--- config.mk ---
export PLATFORM = sky130hd
export DESIGN_NAME = i2s_audio_tx
export DESIGN_NICKNAME = d
export VERILOG_FILES = /design/src/rtl/audio_pkg.sv /design/src/rtl/i2s_clkgen.sv /design/src/rtl/i2s_audio_tx.sv
export SDC_FILE = /design/constraint.sdc
export NUM_CORES = 1
export LEC_CHECK = 0
export ABC_AREA = 1
export CORE_ASPECT_RATIO = 0.6
export CORE_UTILIZATION = 47
export CTS_CLUSTER_DIAMETER = 120
export DETAILED_ROUTE_END_ITERATION = 8
export HOLD_SLACK_MARGIN = 0.02
export PLACE_DENSITY = 0.74
export SLEW_MARGIN = 20
export SYNTH_ARGS = -nofsm -noshare
export SYNTH_HDL_FRONTEND = slang
export SYNTH_HIERARCHICAL = 1
export SYNTH_SLANG_ARGS = --single-unit
--- constraint.sdc ---
create_clock -name CLK -period 2.2 [get_ports CLK]
set_input_delay 0.44 -clock CLK [delete_from_list [all_inputs] [get_ports CLK]]
set_output_delay 0.44 -clock CLK [all_outputs]
set_load 0.1 [all_outputs]
--- src/rtl/audio_pkg.sv ---
// rtl/audio_pkg.sv - shared audio sample types and I2S framing defaults
//
// Purpose: common definitions for the mixer and the I2S transmitter.
//   SAMPLE_W   default sample width (two's complement)
//   SLOT_BITS  default BCLK periods per channel slot
//   BCLK_HALF  default CLK cycles per BCLK half-period
//   sample_t   signed mixed-sample type
//   is_data_bit(k, w)  true when slot bit position k carries sample data
package audio_pkg;

  localparam int SAMPLE_W  = 16;
  localparam int SLOT_BITS = 32;
  localparam int BCLK_HALF = 16;

  typedef logic signed [SAMPLE_W-1:0] sample_t;

  // Philips I2S: position 0 of each slot is the one-bit delay after the LRCK
  // edge, positions 1..w carry the sample MSB first, the rest is padding.
  function automatic logic is_data_bit(input int k, input int w);
    return (k >= 1) && (k <= w);
  endfunction

endpackage

--- src/rtl/i2s_clkgen.sv ---
// rtl/i2s_clkgen.sv - BCLK divider, falling-edge strobe, bit counter and LRCK
//
// Purpose: derives the I2S bit clock and word select from the system clock.
// Ports:
//   CLK       in   system clock, rising edge
//   RST       in   synchronous active-high reset
//   bclk      out  bit clock, 50% duty, registered
//   lrck      out  word select, 0 = left, 1 = right, registered
//   fall_stb  out  high in the CLK cycle whose edge makes bclk fall
//   bit_next  out  bit counter value that takes effect on this fall_stb
module i2s_clkgen #(
  parameter int BCLK_HALF = 16,
  parameter int SLOT_BITS = 32
) (
  input  logic                           CLK,
  input  logic                           RST,
  output logic                           bclk,
  output logic                           lrck,
  output logic                           fall_stb,
  output logic [$clog2(2*SLOT_BITS)-1:0] bit_next
);

  localparam int DW = $clog2(BCLK_HALF);
  localparam int CW = $clog2(2*SLOT_BITS);

  logic [DW-1:0] div_cnt;
  logic [CW-1:0] bit_cnt;
  logic          wrap;

  assign wrap     = (div_cnt == DW'(BCLK_HALF - 1));
  assign fall_stb = wrap && bclk;
  assign bit_next = (bit_cnt == CW'(2*SLOT_BITS - 1)) ? '0 : bit_cnt + CW'(1);

  // bit_cnt resets to the last position so the first fall lands on 0 and
  // starts a frame (and a capture) straight away.
  always_ff @(posedge CLK) begin
    if (RST) begin
      div_cnt <= '0;
      bclk    <= 1'b0;
      bit_cnt <= CW'(2*SLOT_BITS - 1);
      lrck    <= 1'b1;
    end else begin
      div_cnt <= wrap ? '0 : div_cnt + DW'(1);
      if (wrap) begin
        bclk <= ~bclk;
      end
      if (fall_stb) begin
        bit_cnt <= bit_next;
        lrck    <= (bit_next >= CW'(SLOT_BITS));
      end
    end
  end

endmodule

--- src/rtl/i2s_audio_tx.sv ---
// rtl/i2s_audio_tx.sv - mono sample to Philips I2S transmitter with capture pacing
//
// Purpose: latches the mixed sample once per frame and shifts it out MSB first
//   in both the left and right slots.
// Ports:
//   CLK         in   system clock, rising edge
//   RST         in   synchronous active-high reset
//   sample_in   in   signed mixed sample, sampled only at capture
//   sound_on    in   any channel active, sampled at capture
//   i2s_bclk    out  bit clock
//   i2s_lrck    out  word select, 0 = left, 1 = right
//   i2s_sdata   out  serial data, MSB first
//   sample_req  out  one-CLK pulse in the cycle a sample is captured
//   dac_mute    out  ~sound_on as captured with the sample
module i2s_audio_tx #(
  parameter int BCLK_HALF = audio_pkg::BCLK_HALF,
  parameter int SAMPLE_W  = audio_pkg::SAMPLE_W,
  parameter int SLOT_BITS = audio_pkg::SLOT_BITS
) (
  input  logic                       CLK,
  input  logic                       RST,
  input  logic signed [SAMPLE_W-1:0] sample_in,
  input  logic                       sound_on,
  output logic                       i2s_bclk,
  output logic                       i2s_lrck,
  output logic                       i2s_sdata,
  output logic                       sample_req,
  output logic                       dac_mute
);

  import audio_pkg::*;

  localparam int CW = $clog2(2*SLOT_BITS);

  logic                       fall_stb;
  logic [CW-1:0]              n;
  logic [CW-1:0]              k;
  logic signed [SAMPLE_W-1:0] hold;
  logic [SAMPLE_W-1:0]        shifted;
  logic                       data_bit;

  i2s_clkgen #(
    .BCLK_HALF (BCLK_HALF),
    .SLOT_BITS (SLOT_BITS)
  ) u_clkgen (
    .CLK      (CLK),
    .RST      (RST),
    .bclk     (i2s_bclk),
    .lrck     (i2s_lrck),
    .fall_stb (fall_stb),
    .bit_next (n)
  );

  // Slot position k selects hold bit SAMPLE_W-k; shifting left by k-1 puts
  // that bit at the MSB. The shift result is ignored outside 1..SAMPLE_W.
  always_comb begin
    k        = (n >= CW'(SLOT_BITS)) ? n - CW'(SLOT_BITS) : n;
    shifted  = $unsigned(hold) << (k - CW'(1));
    data_bit = is_data_bit(int'(k), SAMPLE_W) ? shifted[SAMPLE_W-1] : 1'b0;
  end

  // At n==0 the data bit is padding, so updating hold on the same strobe
  // never disturbs the bit being driven.
  always_ff @(posedge CLK) begin
    if (RST) begin
      hold       <= '0;
      i2s_sdata  <= 1'b0;
      sample_req <= 1'b0;
      dac_mute   <= 1'b1;
    end else begin
      sample_req <= fall_stb && (n == '0);
      if (fall_stb) begin
        i2s_sdata <= data_bit;
        if (n == '0) begin
          hold     <= sound_on ? sample_in : '0;
          dac_mute <= ~sound_on;
        end
      end
    end
  end

endmodule

==> results.cfg, run 1 <==
[synthesis]
ys_warn_count = 6
syn-num-nets = 239
syn_avg_cell_area_um2 = 6.97
synth.distinct_cells = 27
netlist_area_mm2 = 0.00151
ys_seq_elements = 31
synth_cells = 216
ys_seq_area_frac = 0.412

[setup_path]
path_common_cell = nand3_1
critPathRequiredTime_ns = 2.38
critical_path_class = reg2reg
worstPathArrival_ns = 2.20
end_kind = flop
start_kind = flop
crit_family = simple AND/OR/NAND/NOR gates
cp_cell_sequence = ha_1 -> nand2_1 -> nor2_2 -> nor2_1 -> inv_2 -> ha_1 -> inv_1 -> nand3_1 -> nand3_1 -> nand3b_1 -> nand3_1 -> a21oi_1
r2r_cells = 12
path_depth = 12
crit_slowest_cell = ha_1
cp_max_fo = 5
cp.buffers_inverters = 2
cp_slowest_stage_delay_ns = 0.37

[clock_network]
cts_buffers = 5
clk_path_buf_depth = 2
htree_levels = 2
ctsHoldBuffers = 0
cts_sinks = 31
cts.repair_timing.setup_buffer_count = 0
clk_latency_ns = 0.29
cts_tree = built
cts_resized = 0
root_buffer = clkbuf_8
path_clk_slew_ns = 0.06

[sta]
finClkSkew_ns = 0.00243
finalCritPeriodShare = 0.920
fmax_mhz = 494
relSlewSlack = 0.773
worst_pin_slew_ns = 0.339
fin_setup_tns_ns = 0
hold_viol = 0
drv_slew = 0
final-setup-viol-count = 0
fin_crit_ns = 2.03
hold_ws_ns = 0.446

[power_and_ir_drop]
powerDensity_mw_per_mm2 = 559
power_leakage_nw = 0.816
clkPwrFrac = 0.411
power.internal_mw = 0.820
seqPwrFrac = 0.538
share_comb_of_total_power = 0.051
ir_drop_mv = 0.477
swShare = 0.224
switching_power_mw = 0.237

[cells_and_area]
nFillCells = 296
diodes = 0
drive_gt1_frac = 0.129
utilization = 0.638
multi_input_area_um2 = 785
regArea_um2 = 622
syn_to_final_growth_pct = 25.6
nNetsFinal = 271

[floorplan]
die_x_um = 75.1
core_area_mm2 = 0.00297
ios = 24
row_count = 15
start_util = 0.508
dieArea_mm2 = 0.00344
die_y_um = 45.9

[route]
drcViolationCount = 0
drt-initial-drc-count = 130
wl_per_cell_um = 11.4
wl_mm = 3.32
antenna_left = 0
viasPerCell = 4.89
drt_first_pass_iters = 4
routed-via-count = 1422

[grt]
gr-total-overflow = 0
grt_max_degree = 21
grt_pass1_vias = 1168
grt_pass1_wl_mm = 5.30
track_usage = 0.218
antenna_found_initial = 0

[min_path]
holdPathStages = 1
hp-class = reg2reg

[flow_run]
drv_cap = 0

[placement]
gp_congestion = 0.862
port_buffers = 23
hpwl_mm = 2.41

[run_status]
status = finished, final reports clean
## worst reg2reg max path: cells and delay by family, from the launching register on
family / cells / cell delay (ns)
fa+ha+maj: 2 / 0.57
flops: 1 / 0.34
simple gates: 7 / 0.70
compound gates: 1 / 0.06
buf+inv: 2 / 0.24
## power groups by stage
stage                     Sequential, mW  Combinational, mW  Clock (mW)
after floorplan                    0.581             0.0159           0
after global placement             0.582             0.0532           0
after detailed placement           0.582             0.0532           0
after CTS                          0.569             0.0534       0.446
after global routing               0.569             0.0584       0.472
final                              0.569             0.0540       0.434
## state kept, by name, indices dropped and copies added, names as in the netlist
name              count
hold                 16
u_clkgen/bit_cnt      6
u_clkgen/div_cnt      4
dac_mute              1
i2s_sdata             1
sample_req            1
u_clkgen/bclk         1
u_clkgen/lrck         1
## per-stage QoR
| step | setup WS [ns] | instances | power [mW] | cell area, µm² |
|---|---|---|---|---|
| finish | 0.175 | 291 | 1.06 | 1890 |
| global route | -0.0153 | 291 | 1.10 | 1890 |
| CTS | 0.140 | 290 | 1.07 | 1880 |
| detailed placement | 0.158 | 282 | 0.635 | 1790 |
| global placement | 0.259 | 282 | 0.635 | 1790 |
| floorplan | 0.00211 | 216 | 0.597 | 1510 |
## logic make-up (layout without fill, tap and decap cells)
logic type,count (synthesis),count (layout),share of synthesized area
compound gates,25,25,0.0847
xor+xnor,2,2,0.0116
fa+ha+maj,4,4,0.0332
buf+inv,26,58,0.0764
simple gates,128,129,0.382
flops,31,31,0.412
## placed cells by master, fill, tap and decap left out, types with 2 or more instances in the layout
cell type / count
nand2_1: 80
dfxtp_1: 30
nand3_1: 25
a21oi_1: 21
clkdlybuf4s50_1: 18
inv_1: 15
buf_4: 12
nor2_1: 11
clkbuf_8: 5
ha_1: 4
inv_2: 3
nand3b_1: 3
nor2_2: 2
o21ai_1: 2
nor2_4: 2
## cells in the mapped netlist
library cell / count / area share
nand4_1: 1 / 0.0042
buf_2: 3 / 0.010
clkbuf_1: 2 / 0.0050
nand2_2: 1 / 0.0042
o21bai_1: 1 / 0.0050
dfxtp_1: 31 / 0.41
nand2_1: 80 / 0.20
nor2_8: 1 / 0.013
nor3_4: 1 / 0.011
ha_1: 4 / 0.033
clkinv_1: 1 / 0.0025
nor2_1: 12 / 0.030
inv_2: 2 / 0.0050
nand3_2: 1 / 0.0066
nor2_4: 1 / 0.0075
a21oi_1: 21 / 0.070
inv_4: 1 / 0.0042
nor2_2: 1 / 0.0042
xnor2_1: 1 / 0.0058
and2_1: 1 / 0.0042
buf_8: 1 / 0.010
inv_1: 16 / 0.040
o21ai_1: 2 / 0.0066
nand3b_1: 3 / 0.015
nand3_1: 25 / 0.083
o21ai_0: 1 / 0.0033
xor2_1: 1 / 0.0058
## final cells by class
cell class	count	area share
Clock buffer	6	0.0384
Tap cell	42	0.0278
Sequential cell	31	0.329
Multi-Input combinational cell	160	0.415
Timing Repair Buffer	30	0.143
Inverter	20	0.0410
Clock inverter	2	0.00661
## per-layer routing
layer | track usage | routed length [µm] | up-vias
li1 | - | - | 754
met1 | 0.339 | 1900 | 624
met2 | 0.261 | 1200 | 38
met3 | 0.0664 | 175 | 6
met4 | 0.102 | 51 | 0
met5 | 0 | 0 | -
## worst paths after layout
kind	from	end	slack (ns)
worst max-delay path	u_clkgen/bit_cnt[1]	i2s_sdata	0.17
worst min-delay path	u_clkgen/div_cnt[0]	u_clkgen/div_cnt[0]	0.45
worst min register to register	u_clkgen/div_cnt[0]	u_clkgen/div_cnt[0]	0.45
worst max register to register	u_clkgen/bit_cnt[1]	i2s_sdata	0.17
Power figures use the tool's default switching activity.
==> inputs of run 2 (changes only) <==
- CORE_UTILIZATION: 47 -> 48
- PLACE_DENSITY: 0.74 -> 0.75
- SYNTH_HIERARCHICAL: 1 -> not set
==> results.cfg, run 2 <==
[run_status]
status = finished, final reports clean

[sta]
hold_ws_ns = 0.452
rsz0062_at_grt = no
relSlewSlack = 0.605
fin_setup_tns_ns = 0
worst_pin_slew_ns = 0.591
fmax_mhz = 492
worst_slack_ns = 0.169
finalCritPeriodShare = 0.923
finClkSkew_ns = 0.00402
drv_slew = 0
fin_crit_ns = 2.03
final-setup-viol-count = 0
hold_viol = 0

[synthesis]
ys_top_cells_by_count = 66 x nand2_1, 31 x dfxtp_1, 30 x nand3_1, 21 x inv_1, 20 x nor2_1
synth_cells = 225
ys_seq_area_frac = 0.387
yosysMostFrequentCell = nand2_1
synth.distinct_cells = 25
netlist_area_mm2 = 0.00160
ys_warn_count = 0
synth-async-reset-ratio = 0
ys_seq_elements = 31
syn-num-nets = 247
syn_avg_cell_area_um2 = 7.12
yosys.area.top_type_share = 0.387
ys_top_cells_by_area = dfxtp_1 39%, nand2_1 15%, nand3_1 9.4%
synth_edf_count = 0
synth_top_cell_by_area = dfxtp_1
ys.flop_type = dfxtp_1

[setup_path]
cp_slowest_stage_delay_ns = 0.44
crit_family = simple AND/OR/NAND/NOR gates
cp_cell_sequence = ha_1 -> nand2_2 -> nor2_4 -> nand2_2 -> nand3_4 -> nand3_4 -> nor2_8 -> inv_4 -> nand3_1 -> nand2_1
worstPathArrival_ns = 2.20
start_kind = flop
end_kind = flop
cp_max_fo = 19
cp.buffers_inverters = 1
critPathRequiredTime_ns = 2.37
crit_slowest_cell = dfxtp_1
critical_path_class = reg2reg

[cells_and_area]
utilization = 0.649
design_area_mm2 = 0.00196
drive_gt1_frac = 0.120
final_common_cell = nand2_1
mostFrequentLayoutCells = 66 x nand2_1, 31 x dfxtp_1, 30 x nand3_1, 21 x inv_1, 20 x nor2_1
largest_reg_flops = 16
diodes = 0
syn_to_final_growth_pct = 22.3
reg_top3 = hold: 16 flops, u_clkgen.bit_cnt: 6 flops, u_clkgen.div_cnt: 4 flops
regMostFlops = hold
final_cells = 293
nNetsFinal = 272

[floorplan]
die_y_um = 46.8
row_count = 15
ios = 24
start_util = 0.530
dieArea_mm2 = 0.00358
core_area_mm2 = 0.00302
die_x_um = 76.6

[route]
drt-initial-drc-count = 101
drcViolationCount = 0
wl_mm = 3.24
viasPerCell = 5.01
drt_first_pass_iters = 4
antenna_left = 0
wl_per_cell_um = 11.1
routed-via-count = 1469

[clock_network]
path_clk_slew_ns = 0.07
cts_tree = built
clk_latency_ns = 0.28
clk_path_buf_depth = 2
ctsHoldBuffers = 0
root_buffer = clkbuf_8
cts.repair_timing.setup_buffer_count = 0
cts_resized = 0
htree_levels = 2
cts_buffers = 5
cts_sinks = 31

[placement]
dp.cells = 285
placed_area_mm2 = 0.00184
gp_congestion = 0.818
port_buffers = 23
hpwl_mm = 2.35
pre_cts_ws_ns = 0.170

[grt]
grt_pass1_wl_mm = 5.74
track_usage = 0.208
grt_max_degree = 20
antenna_found_initial = 0
grt_pass1_vias = 1265
gr-total-overflow = 0

[flow_run]
drv_cap = 0

[power_and_ir_drop]
power_leakage_nw = 0.953
powerDensity_mw_per_mm2 = 620
ir_drop_mv = 0.360
fin_total_pwr_mw = 1.22

[min_path]
hp-class = reg2reg
-- run 2: layout make-up --
type	instances	area, µm²
inverters	23	88.8
multi-input cells	163	841
well taps	42	52.6
clock buffers	6	82.6
clock inverters	2	35.0
fillers	283	1060
repair buffers	26	240
flip-flops and latches	31	621
-- run 2: path summary, 6_finish.rpt --
path                                           from   endpoint  slack, ns  depth (start not counted)
worst min register to register            i2s_sdata  i2s_sdata       0.45                          2
worst min-delay path                      i2s_sdata  i2s_sdata       0.45                          2
worst max-delay path            u_clkgen.bit_cnt[0]    hold[2]       0.17                         10
worst max register to register  u_clkgen.bit_cnt[0]    hold[2]       0.17                         10
-- run 2: worst reg2reg max path: stages, from the launching register on --
cell and delay [ns]:
dfxtp_1 0.44, ha_1 0.29, nand2_2 0.10, nor2_4 0.11, nand2_2 0.13, nand3_4 0.14, nand3_4 0.11, nor2_8 0.28
inv_4 0.14, nand3_1 0.11, nand2_1 0.07
-- run 2: layer usage --
| metal | up-vias | GRT usage | wire, µm | part of all wire |
|---|---|---|---|---|
| met1 | 644 | 0.281 | 1770 | 0.55 |
| li1 | 780 | - | - | - |
| met5 | - | 0 | 0 | 0 |
| met3 | 0 | 0.0583 | 201 | 0.062 |
| met4 | 0 | 0.0462 | 0 | 0 |
| met2 | 45 | 0.341 | 1270 | 0.39 |
-- run 2: logic make-up (layout without fill, tap and decap cells) --
| logic type | after synthesis | after routing | share of synthesized area |
|---|---|---|---|
| buffers and inverters | 31 | 57 | 0.0882 |
| adder cells (fa/ha/maj) | 3 | 3 | 0.0234 |
| XOR/XNOR | 2 | 2 | 0.0109 |
| AO/OA/AOI/OAI | 20 | 20 | 0.0781 |
| AND/OR/NAND/NOR | 138 | 138 | 0.412 |
| flip-flops | 31 | 31 | 0.387 |
-- run 2: where the power goes --
| group | leakage (nW) | total, mW | internal [mW] | switching, mW |
|---|---|---|---|---|
| sequential | 0.251 | 0.569 | 0.566 | 0.00343 |
| combinational | 0.641 | 0.0625 | 0.0360 | 0.0264 |
| clock | 0.0612 | 0.584 | 0.366 | 0.218 |
==> inputs of run 3 (changes only) <==
- ABC_AREA: 1 -> not set
- GPL_ROUTABILITY_DRIVEN: not set -> 0
==> results.cfg, run 3 <==
[run_status]
status = finished, final reports clean

[synthesis]
syn-num-nets = 213
ys.flop_type = dfxtp_1
ys_top_cells_by_area = dfxtp_1 37%, a21oi_1 6.3%, nand3_1 5.1%
ys_top_cells_by_count = 31 x dfxtp_1, 21 x a21oi_1, 19 x nand2_1, 17 x nand3_1, 11 x nor2_1
netlist_area_mm2 = 0.00167
synth.distinct_cells = 56
yosysMostFrequentCell = dfxtp_1
ys_seq_elements = 31
ys_warn_count = 0
ys_seq_area_frac = 0.373
syn_avg_cell_area_um2 = 8.72
synth_edf_count = 0
synth_cells = 191
synth-async-reset-ratio = 0
synth_top_cell_by_area = dfxtp_1
yosys.area.top_type_share = 0.373

[sta]
drv_slew = 0
rsz0062_at_grt = no
final-setup-viol-count = 0
hold_viol = 0
relSlewSlack = 0.629
finalCritPeriodShare = 0.901
finClkSkew_ns = 0.00507
worst_slack_ns = 0.218
fin_setup_tns_ns = 0
fmax_mhz = 505
fin_crit_ns = 1.98
worst_pin_slew_ns = 0.555

[clock_network]
clk_latency_ns = 0.29
clk_path_buf_depth = 2
ctsHoldBuffers = 0
htree_levels = 2
path_clk_slew_ns = 0.07
cts_sinks = 31
cts_buffers = 5
cts_tree = built
root_buffer = clkbuf_8
cts.repair_timing.setup_buffer_count = 0

[grt]
grt_pass1_wl_mm = 6.15
antenna_found_initial = 0
gr-total-overflow = 0
grt_max_degree = 32
track_usage = 0.227
grt_pass1_vias = 1274

[setup_path]
cp_max_fo = 6
crit_slowest_cell = dfxtp_2
worstPathArrival_ns = 2.15
start_kind = flop
crit_family = compound AO/OA/AOI/OAI gates
end_kind = flop
reg2reg_slack_ns = 0.22
critical_path_class = reg2reg
cp.buffers_inverters = 2
cp_slowest_stage_delay_ns = 0.38
critPathRequiredTime_ns = 2.37
cp_cell_sequence = inv_1 -> ha_1 -> buf_4 -> mux2_2 -> nand2_1 -> o2111ai_1 -> a311oi_1 -> o31ai_1

[cells_and_area]
nFillCells = 286
syn_to_final_growth_pct = 20.5
largest_reg_flops = 16
reg_top3 = hold: 16 flops, u_clkgen.bit_cnt: 6 flops, u_clkgen.div_cnt: 4 flops
diodes = 0
nNetsFinal = 234
mostFrequentLayoutCells = 30 x dfxtp_1, 21 x a21oi_1, 19 x nand2_1, 18 x clkdlybuf4s50_1, 17 x nand3_1
regMostFlops = hold
final_common_cell = dfxtp_1
drive_gt1_frac = 0.155

[route]
drcViolationCount = 0
antenna_left = 0
routed-via-count = 1471
drt_first_pass_iters = 4
wl_per_cell_um = 14.9
drt-initial-drc-count = 211
viasPerCell = 5.70
wl_mm = 3.84

[power_and_ir_drop]
clkPwrFrac = 0.517
ir_drop_mv = 0.388
swShare = 0.191
power_leakage_nw = 0.764
share_comb_of_total_power = 0.046
switching_power_mw = 0.249
powerDensity_mw_per_mm2 = 650
seqPwrFrac = 0.437
power.internal_mw = 1.06

[floorplan]
dieArea_mm2 = 0.00372
ios = 24
start_util = 0.507
core_area_mm2 = 0.00328
die_x_um = 78.0
die_y_um = 47.6
row_count = 16

[placement]
port_buffers = 23
pre_cts_ws_ns = 0.196
hpwl_mm = 2.71

[flow_run]
drv_cap = 0

[min_path]
hp-class = reg2reg
==> run 3: cell count changes in the layout (fill, tap and decap cells not counted), moves of 4 or more <==
| cell | change |
|---|---|
| nand3_1 | -13 |
| nand4_1 | -8 |
| inv_1 | -16 |
| nand2_1 | -47 |
| o211ai_1 | +4 |
| a21oi_1 | +11 |
| a22oi_1 | -4 |
| nor2_1 | -9 |
==> run 3: routing by layer <==
| layer | wire length, µm | share of wire | vias up | GRT usage |
|---|---|---|---|---|
| met1 | 1850 | 0.48 | 682 | 0.297 |
| met5 | 0 | 0 | - | 0 |
| met3 | 233 | 0.061 | 6 | 0.0648 |
| met2 | 1700 | 0.44 | 51 | 0.349 |
| li1 | - | - | 732 | - |
| met4 | 50 | 0.013 | 0 | 0.126 |
==> run 3: what timing repair did <==
| item | in CTS | in global routing |
|---|---|---|
| gates resized for setup | 0 | 1 |
| endpoints found under the setup margin | 0 | 1 |
| endpoints found under the hold margin | 0 | 0 |
==> run 3: kinds of logic (layout without fill, tap and decap cells) <==
group / Yosys count / count (layout) / synth area share
xor+xnor: 5 / 5 / 0.0263
mux: 5 / 5 / 0.0316
compound gates: 56 / 56 / 0.237
buf+inv: 20 / 42 / 0.0781
flops: 31 / 31 / 0.373
simple gates: 71 / 71 / 0.232
fa+ha+maj: 3 / 3 / 0.0225
==> run 3: area by class of cell <==
class | instances | area, µm² | share of cell area
Multi-Input combinational cell | 140 | 915 | 0.456
Sequential cell | 31 | 622 | 0.310
Timing Repair Buffer | 29 | 263 | 0.131
Clock buffer | 6 | 72.6 | 0.0362
Inverter | 5 | 18.8 | 0.00935
Clock inverter | 2 | 60.1 | 0.0299
Tap cell | 45 | 56.3 | 0.0281
==> run 3: tightest hold or removal path: stages (launching register included) <==
cell	delay, ns
dfxtp_1	0.31
nand2_1	0.05
a21oi_1	0.05
==> run 3: power groups by stage <==
stage                     Clock [mW]  Sequential (mW)  Combinational [mW]
after CTS                      0.684            0.570              0.0596
final                          0.675            0.570              0.0595
after detailed placement           0            0.583              0.0593
after global placement             0            0.583              0.0577
after global routing           0.708            0.571              0.0637
after floorplan                    0            0.582              0.0233
==> run 3: through the flow <==
step / hold WS (ns) / cells / power, mW / area (µm²) / util
after floorplan: 0.426 / 191 / 0.606 / 1670 / -
after global placement: 0.438 / 250 / 0.641 / 1870 / 0.571
after detailed placement: 0.447 / 250 / 0.643 / 1870 / 0.571
after CTS: 0.456 / 258 / 1.31 / 2010 / 0.611
after global routing: 0.476 / 258 / 1.34 / 2010 / 0.611
final: 0.451 / 258 / 1.30 / 2010 / 0.611
==> run 3: path summary, 6_finish.rpt <==
path / start / cells after the start / to
worst max-delay path: u_clkgen.bit_cnt[1] / 8 / i2s_sdata
worst min register to register: hold[0] / 2 / hold[0]
worst max register to register: u_clkgen.bit_cnt[1] / 8 / i2s_sdata
worst min-delay path: hold[0] / 2 / hold[0]
==> patch 1, RTL diff (settings of run 3) <==
Remove the register `sample_req`: a continuous assignment takes its place, so the output `sample_req` follows one clock earlier. Comments in the files are not updated.
--- a/src/rtl/i2s_audio_tx.sv
+++ b/src/rtl/i2s_audio_tx.sv
@@ -66,8 +66,6 @@
       hold       <= '0;
       i2s_sdata  <= 1'b0;
-      sample_req <= 1'b0;
       dac_mute   <= 1'b1;
     end else begin
-      sample_req <= fall_stb && (n == '0);
       if (fall_stb) begin
         i2s_sdata <= data_bit;
@@ -80,4 +78,6 @@
   end
 
+  assign sample_req = fall_stb && (n == '0);
+
 endmodule
 
Check against the original RTL: no difference found for any inputs over 10 cycles, from zero or initial values and one cycle with RST high; that may be too few to reach the edited logic, so the function may still have changed.
==> patch 1 against run 3 <==
- fmax fell by 6.7%
- sequential cell count decreased by 1
- clock power shrank 32%
- routed wire length is 13% lower
- final area down 7.7%
- total power fell by 18%
- die area shrank 13%
- worst setup slack lost 140 ps
- synthesized area down 13%
- count of clock-buffer cells in the layout is 1 higher
- critical endpoint is now sample_req
- largest cell class unchanged
==> patch 1: results (changes against run 3) <==
The run finished with clean final reports. The capturing instance or port of the critical path is sample_req. The total of flip-flops plus latches after synthesis was 30 (-3.2%). Category of cells accounting for the largest share of critical-path delay: simple AND/OR/NAND/NOR gates. Yosys attributes the largest share of cell area to sky130_fd_sc_hd__dfxtp_1, sky130_fd_sc_hd__a21oi_1, sky130_fd_sc_hd__nand3_1. The synthesized-area fraction occupied by ao, oa, aoi and oai cells is 0.203 (-0.0337).

The run gives 190 (-11%) as the post-synthesis net count. The xor and xnor area share after synthesis is 0.0182 (-0.00808). The run gives 90.1 ps (-106 ps) as the pre-CTS setup slack. Share of cell area taken by multi-input logic gates: 0.424 (-0.0317). The reg2reg setup slack came out at 150 ps (-70 ps). The tools report the sequential standard cell area as 602 sq um (-3.2%).

The number of placed cells counting well taps was 229 (-8.4%); the maximum fanout encountered on the critical timing path was 7 (+1). The wire length of the first global-routing pass was 5630 um (-8.4%). The filler cell count came out at 190 (-34%).

For the met2 usage in global routing, the log shows 0.355 (+0.00602). Routing usage on met1: 0.313 (+0.0160). The startpoint identified for the worst hold timing path is hold[5]. The HPWL after detailed placement is 2460 um (-9.2%). The run gives 0.239 (+0.0127) as the global-route usage over all layers. Net total in the final layout: 218 (-6.8%). The tools report the number of standard cells in the layout, taps in and fillers out as 237 (-8.1%). The largest voltage drop on the vdd net is 0.378 mV (-2.5%), and the total wirelength of the detailed-routed design is 3360 um (-13%). The endpoint arrival time on the critical path was 1680 ps (-470 ps).

The setup path with the least slack is of type reg -> out. The worst clock skew was 6.40 ps (+1.33 ps). Mux share of post-synthesis cell area: 0.0746 (+0.0430).
patch 1: changes by cell type after synthesis, sizes merged, moves of 3 or more:
| cell | run 3 | this run |
|---|---|---|
| o21bai | 3 | 0 |
| buf | 11 | 3 |
| nor2b | 1 | 4 |
| o21ai | 6 | 11 |
| a311oi | 3 | 0 |
| nand4 | 3 | 0 |
| nand2b | 3 | 0 |
| clkbuf | 4 | 9 |
| nor2 | 12 | 6 |
| mux4 | 0 | 3 |
patch 1: power groups by stage:
stage	Sequential [mW]	Combinational [mW]	Clock [mW]
detailed placement	0.564	0.0559	0
floorplan	0.563	0.0181	0
global route	0.552	0.0615	0.490
global placement	0.564	0.0544	0
CTS	0.552	0.0562	0.466
finish	0.552	0.0564	0.461
patch 1: what timing repair did:
| item | 4_1_cts | 5_1_grt |
|---|---|---|
| gates cloned | 0 | 0 |
| endpoints found under the hold margin | 0 | 0 |
| gates resized for setup | 2 | 3 |
| buffers inserted | 0 | 0 |
| endpoints found under the setup margin | 1 | 2 |
==> patch 2, RTL diff (settings of run 3) <==
Without the edit above. The package constant `SAMPLE_W` goes from 16 to 32.
--- a/src/rtl/audio_pkg.sv
+++ b/src/rtl/audio_pkg.sv
@@ -9,5 +9,5 @@
 package audio_pkg;
 
-  localparam int SAMPLE_W  = 16;
+  localparam int SAMPLE_W  = 32;
   localparam int SLOT_BITS = 32;
   localparam int BCLK_HALF = 16;
Interface: changed (resized sample_in); port bits go from 24 to 40. No check against the original RTL was run, so the function may have changed too.
==> patch 2 against run 3 <==
- combinational power up 71%
- sequential cell count up 16
- die area up 33%
- routed wire length is 37% higher
- total power rose by 20%
- final area is 44% higher
- synthesized area rose by 35%
- worst setup slack lost 140 ps
- via count grew 35%
- final cell count up 38%
- critical path depth shrank 1
- sequential power is 51% higher
- critical endpoint is now dac_mute
- largest power group is now registers
==> patch 2: results (changes against run 3) <==
The post-detailed-placement cell area was 2760 sq um (+47%). The pre-CTS setup slack was 17.2 ps (-179 ps). The measured slew at the worst slew-check pin works out to 592 ps (+37.3 ps).

The tools report the largest voltage drop on the vdd net as 0.358 mV (-7.7%). The cell type of the slowest stage on the worst timing path was sky130_fd_sc_hd__or3_4. The run gives 348 (+39%) as the number of placed cells counting well taps.

The category of cells accounting for the largest share of critical-path delay was simple AND/OR/NAND/NOR gates. The power drawn by the clock network is 0.606 mW (-10%). The largest registers in the layout are hold (32), u_clkgen.bit_cnt (6), u_clkgen.div_cnt (4). For the number of standard cells in the layout, taps in and fillers out, the log shows 355 (+38%). The run gives 8670 um (+41%) as the wire length of the first global-routing pass. Endpoint of the worst hold path: hold[12]. The HPWL after detailed placement was 3740 um (+38%); the met2 usage in global routing was 0.345 (-0.00434).

The flow ran to the end, and the final reports show no timing, DRC or antenna violations. The global-route usage over all layers is 0.226 (-0.000660). Start point of the worst hold path: hold[12]. The logs give 294 (+38%) for the post-synthesis net count and 0.102 mW (+71%) for the power attributed to combinational cells.

The logs give 0.331 (+0.0343) for the routing usage on met1 and 44 (-21%) for the number of unique standard cell types used by synthesis. Total of buffers placed on input and output ports: 39 (+70%). The worst clock skew was 4.18 ps (-0.884 ps). The maximum fanout encountered on the critical timing path is 20 (+14), and the largest net degree at the start of global routing is 30 (-6.3%). The fraction of layout cells with a size suffix above 1 was 0.163 (+0.00778); the synthesized area divided by synthesized cell count was 8.79 sq um (+0.79%).

The run gives 454 ps (+3.50 ps) as the final hold slack. For the achievable frequency, the log shows 471 MHz (-6.6%).
patch 2: layout make-up:
cell class | instances | area [sq um]
Timing Repair Buffer | 57 | 554
Inverter | 5 | 18.8
Clock buffer | 6 | 72.6
Multi-Input combinational cell | 179 | 1190
Tap cell | 60 | 75.1
Fill cell | 369 | 1390
Clock inverter | 1 | 30.0
Sequential cell | 47 | 945
patch 2: what timing repair did:
item / in CTS / in global routing
gates cloned: 0 / 0
setup endpoints to repair: 2 / 12
hold buffers: 0 / 0
pin swaps: 0 / 0
resized for setup: 2 / 5
buffers inserted: 0 / 0
patch 2: logic make-up (layout without fill, tap and decap cells):
kind of cell / Yosys count / count (layout) / synth area share
buffers and inverters: 29 / 69 / 0.0597
flip-flops: 47 / 47 / 0.420
XOR/XNOR: 5 / 5 / 0.0195
adder cells (fa/ha/maj): 4 / 4 / 0.0223
AND/OR/NAND/NOR: 96 / 96 / 0.207
multiplexers: 12 / 12 / 0.101
AO/OA/AOI/OAI: 62 / 62 / 0.170
